$ cat config.mk
export PLATFORM = sky130hd
export DESIGN_NAME = bit_scan_32
export DESIGN_NICKNAME = d
export VERILOG_FILES = /design/src/rtl/bit_scan_32.sv
export SDC_FILE = /design/constraint.sdc
export NUM_CORES = 1
export LEC_CHECK = 0
export CORE_MARGIN = 1
export CORE_UTILIZATION = 35
export CTS_CLUSTER_DIAMETER = 80
export DETAILED_ROUTE_END_ITERATION = 6
export GPL_ROUTABILITY_DRIVEN = 0
export SLEW_MARGIN = 20
export SYNTH_ARGS = -nofsm -noshare
export SYNTH_HDL_FRONTEND = slang
export SYNTH_SLANG_ARGS = --single-unit
export TNS_END_PERCENT = 5
$ cat constraint.sdc
create_clock -name clk -period 4.4 [get_ports clk]
set_input_delay 1.32 -clock clk [delete_from_list [all_inputs] [get_ports clk]]
set_output_delay 1.32 -clock clk [all_outputs]
set_load 0.01 [all_outputs]
$ cat src/rtl/bit_scan_32.sv
// Set-bit scanner: accepts a 32-bit word, emits set-bit positions LSB first, then pulses done with the popcount.
// idx first valid 1 cycle after accept; idx_ready low holds idx/pending; in_ready only while idle.
module bit_scan_32 (
  input  logic        clk,
  input  logic        rst_n,
  input  logic        in_valid,
  output logic        in_ready,
  input  logic [31:0] data,
  output logic        idx_valid,
  input  logic        idx_ready,
  output logic [4:0]  idx,
  output logic        idx_last,
  output logic        zero,
  output logic        done,
  output logic [5:0]  count
);

  typedef enum logic [1:0] {IDLE, SCAN, FIN} state_t;

  state_t      state_q, state_d;
  logic [31:0] pending_q, pending_d;
  logic [5:0]  run_cnt_q, run_cnt_d;
  logic [5:0]  count_q, count_d;

  logic [4:0]  lsb_idx;
  logic [31:0] pending_clr;
  logic        one_left;

  always_comb begin
    lsb_idx = 5'd0;
    for (int i = 31; i >= 0; i--) begin
      if (pending_q[i]) lsb_idx = 5'(i);
    end
  end

  // Clearing the lowest set bit also tells us whether it was the only one.
  assign pending_clr = pending_q & (pending_q - 32'd1);
  assign one_left    = (pending_q != 32'd0) && (pending_clr == 32'd0);

  always_comb begin
    state_d   = state_q;
    pending_d = pending_q;
    run_cnt_d = run_cnt_q;
    count_d   = count_q;
    in_ready  = 1'b0;
    idx_valid = 1'b0;
    idx       = 5'd0;
    idx_last  = 1'b0;
    zero      = 1'b0;
    done      = 1'b0;
    count     = count_q;
    unique case (state_q)
      IDLE: begin
        in_ready = rst_n;
        if (in_valid && rst_n) begin
          pending_d = data;
          run_cnt_d = 6'd0;
          state_d   = (data == 32'd0) ? FIN : SCAN;
        end
      end
      SCAN: begin
        idx_valid = 1'b1;
        idx       = lsb_idx;
        idx_last  = one_left;
        if (idx_ready) begin
          pending_d = pending_clr;
          run_cnt_d = run_cnt_q + 6'd1;
          if (one_left) state_d = FIN;
        end
      end
      FIN: begin
        done    = 1'b1;
        zero    = (run_cnt_q == 6'd0);
        count   = run_cnt_q;
        count_d = run_cnt_q;
        state_d = IDLE;
      end
      default: state_d = IDLE;
    endcase
  end

  always_ff @(posedge clk or negedge rst_n) begin
    if (!rst_n) begin
      state_q   <= IDLE;
      pending_q <= 32'd0;
      run_cnt_q <= 6'd0;
      count_q   <= 6'd0;
    end else begin
      state_q   <= state_d;
      pending_q <= pending_d;
      run_cnt_q <= run_cnt_d;
      count_q   <= count_d;
    end
  end

endmodule

# Word-level counts from Yosys, hierarchy flattened
# Index checks and enable logic that the tools add are counted.
[word_totals]
regBits = 46
input_bits = 36
output_inout_bits = 16
elab_cells = 72
[classes]
add_sub_neg = 2
eq_ne = 5
n_mux = 50
bitwise = 1
reduce_logical = 10
[op_table]
columns = ["cell", "count"]
rows = [
  ["$mux 5", 33],
  ["$logic_not 32->1", 2],
  ["$mux 32", 2],
  ["$pmux 32 s2", 1],
  ["$and 32x32->32", 1],
  ["$reduce_bool 32->1", 1],
  ["$sub 32x1->32 const B", 1],
  ["$mux 6", 3],
  ["$pmux 6 s2", 1],
  ["$mux 2", 4],
  ["$add 6x1->6 const B", 1],
  ["$logic_not 6->1", 1],
  ["$ne 2x2->1 const B", 3],
  ["$reduce_and 3->1", 2],
  ["$mux 1", 5],
  ["$pmux 2 s2", 1],
  ["$eq 2x1->1 const B", 1],
  ["$eq 2x2->1 const B", 1],
  ["$logic_and 1x1->1", 2],
  ["$logic_not 2->1", 1],
  ["$reduce_bool 2->1", 1],
]

# Longest topological paths before layout
[depth]
depth_word = 33
depth_mapped = 9
depth_no_buf = 7

# Least setup slack after synthesis
# Ideal clock, no wire load.
[synth_path]
kind = "flip-flop to output port"
start = "register pending_q[3]"
end = "output idx_last"
arrival_ns = 2.598
t_required_ns = 3.080
slack_ns = 0.482
path_stages_with_launch = 8
path_buffers = 0
cell_sequence = "dfrtp_1 > or4_1 > or3_4 > maj3_2 > or3b_4 > a2111oi_4 > nand4_2 > nor2_1"
[synth_via]
elab_chain_cells = 5
elab_cells_between_ends = 6
classes_between = "1 x add/sub; 1 x mux; 1 x bitwise; 3 x reduce/logical"
[synth_rtl]
columns = ["element", "line", "text"]
rows = [
  ["start, declared", "21", "logic [31:0] pending_q, pending_d;"],
  ["start signal, assigned", "90", "pending_q <= pending_d;"],
  ["$sub 32x1->32", "37", "assign pending_clr = pending_q & (pending_q - 32'd1);"],
  ["$and 32x32->32", "37", ""],
  ["$logic_not 32->1", "38", "assign one_left = (pending_q != 32'd0) && (pending_clr == 32'd0);"],
  ["$logic_and 1x1->1 *", "38", ""],
  ["$mux 1 *", "52", "unique case (state_q)"],
  ["end, declared", "12", "output logic idx_last,"],
]
# Mark *: on every way between the ends. The rest lies on a longest branch, timed or not.

# Final worst setup path
# Same ends and word-level chain as after synthesis.

==> impl_results.md <==
- Top FF cell, synth: dfrtp_1
- Crit end category: output port
- Antenna violations before repair: 0
- Routed len/inst: 17.5 um
- # hold bufs at CTS: 0
- Flops & latches, synth: 46
- First-pass GRT wire length: 14800 um
- Synth area leaders: dfrtp_1 (40%), a22o_1 (7.2%), o21ai_0 (6.5%)
- Pwr Density: between 600 and 700 nW/um^2
- # H-tree levels: 2
- Final Cycle Share: 1.00
- Final setup viols: 1
- Total GRT Usage: 0.218
- # rows: 32
- Final Hold Vio Count: 0
- Failing checks: setup timing
- Total power: approximately 0.0027 W
- PortBufs: between 50 and 60
- Post-synth EDFFs: 0
- DRT Pass-1 Iters: 5
- Routed Wire Length: 9160 um
- Mapped Cells: 339
- Most frequent cells in the layout: clkdlybuf4s50_1 (49), dfrtp_1 (46), nand2_1 (44), buf_4 (42), o21ai_0 (38)
- Area Overhead vs Synth: 34.7%
- Via Count: 3048
- DP HPWL: 6550 um
- Root buffer cell: clkbuf_8
- Status: finished with violations
- Syn Nets: about 380
- Yosys synthesis warning count: 0
- Req. time, crit path: 3.08 ns
- Congestion Overflow GR: 0
- Vias in the first global route: 2940
- Layout cell share with drive strength beyond 1: 0.181
- Minimum clock period: 4.42 ns
- CP max FO: 3
- Avg Cell Area, Syn: 8.57 um^2
- Die Area: 8670 um^2
- Critical Path Source Type: register
- Final core occ: 0.496
- Actual slew at the worst max-slew pin: 0.734 ns
- Num CTS Buffers: 5
- Netlist cell types: 54
- Achievable Freq: 226 MHz
- TritonCTS clock tree: done
- Crit path kind: reg -> out
- Most common cell after layout, fill and taps aside: clkdlybuf4s50_1
- Residual DRC count: 0
- Peak supply drop: about 0.22 mV
- Die X: between 90 and 100 um
- CTS Sinks: 46
- Core Region: 7890 um^2
- Worst-skew pair later-pin latency: 0.30 ns
- Slew headroom: 0.511
- Slack of the critical path: -0.0202 ns
- Clock-pin slew on the worst setup and hold paths: 0.09 ns
- Leakage: 1.65 nW
- Ys async rst share: 1.00
- Register area share after synthesis: 0.396
- Hold WC Path Type: reg -> reg
- DRT antenna net count: 0
- Synth area leader: dfrtp_1
- Yosys top cell area share: 0.396
- Worst EP arrival: around 3.1 ns
- Max Clock Skew: 0.00825 ns
- Clk buf depth: 2
- Ant. Diodes: 0
- I/O pin total: 52
- Max Cap Viol: 0
- Initial Utilization: 0.368
- Final nets: 458
- Mapped cell area: 2900 um^2
- Via density: 5.83
- Slew Viols, Final: 0
- RSZ-0062 raised after global routing: true
- Chip Height: 93.1 um
- DRT iter0 DRCs: 214
- Pin count of the biggest net entering global routing: 48
[power by group]
| part | switching, W | leakage (nW) | internal, W |
|---|---|---|---|
| logic | 0.000862 | 0.998 | 0.000751 |
| registers | 0.000217 | 0.591 | 0.000591 |
| clock network | 0.000146 | 0.0575 | 0.000159 |
[final cells by class]
cell class                      count  area [um^2]
Fill cell                         776         3980
Multi-Input combinational cell    260         1650
Sequential cell                    46         1150
Timing Repair Buffer               93          816
Tap cell                          102          128
Clock buffer                        8          110
Inverter                           14         52.6
[flip-flops by register name, indices dropped and copies added, names as in the netlist]
name,count
state_q,2
pending_q,32
run_cnt_q,6
count_q,6
[worst paths after layout]
path                              startpoint            end  slack (ns)  cells after the start
worst max-delay path            pending_q[3]       idx_last       -0.02                      8
worst max register to register  pending_q[3]     state_q[1]        1.41                      9
max in group asynchronous              rst_n  pending_q[10]        2.76                      2
worst min register to register    count_q[2]     count_q[2]        0.50                      1
min in group asynchronous              rst_n  pending_q[17]        1.20                      2
worst min-delay path              count_q[2]     count_q[2]        0.50                      1
[stage by stage]
step | std cells | setup TNS, ns | instance area, um^2 | hold WS [ns] | setup WS [ns]
2_1_floorplan | 339 | 0 | 2900 | 0.452 | 0.482
3_3_place_gp | 513 | -0.0125 | 3770 | 0.479 | -0.0125
3_5_place_dp | 513 | -0.0400 | 3770 | 0.485 | -0.0400
4_1_cts | 521 | 0 | 3890 | 0.506 | 0.00187
5_1_grt | 523 | -0.153 | 3910 | 0.510 | -0.153
6_report | 523 | -0.0202 | 3910 | 0.500 | -0.0202
[critical path, cell delays in order, from the launching register on]
cell and delay, ns:
dfrtp_1 0.42, or4_4 0.55, or3_4 0.35, maj3_2 0.32
or3b_4 0.39, a2111oi_4 0.37, nand4_2 0.15, nor2_2 0.13
buf_2 0.14
[cells in the mapped netlist, types with 3 or more instances]
master / n
or4_1: 3
nor2b_1: 3
nand2_1: 44
a22o_1: 24
a21oi_1: 17
nand3_1: 11
a211oi_1: 3
mux2_2: 6
o31ai_1: 5
or3_1: 3
clkbuf_1: 18
nand4_1: 4
nor3_1: 10
nor2_1: 21
a31oi_1: 3
a21o_1: 6
inv_1: 13
dfrtp_1: 46
and3_1: 3
nor4_1: 17
o21ai_0: 38
[cells by family (layout without fill, tap and decap cells)]
logic type	count (synthesis)	after routing	share of synthesized area
and+or+nand+nor	135	135	0.250
AOI/OAI and AO/OA	114	114	0.268
DFF	46	46	0.396
buffers and inverters	33	115	0.0431
muxes	6	6	0.0233
adders and majority gates	5	5	0.0194
[timing repair]
action	in CTS	in global routing
setup endpoints to repair	2	2
resized for setup	5	5
buffers inserted	0	2
pin swaps	2	2
[per-layer routing]
layer | track usage | vias to the layer above | part of all wire
li1 | - | 1435 | -
met1 | 0.301 | 1458 | 0.46
met2 | 0.335 | 133 | 0.45
met3 | 0.0431 | 22 | 0.060
met4 | 0.0821 | 0 | 0.022
met5 | 0 | - | 0
Power figures use the tool's default switching activity.
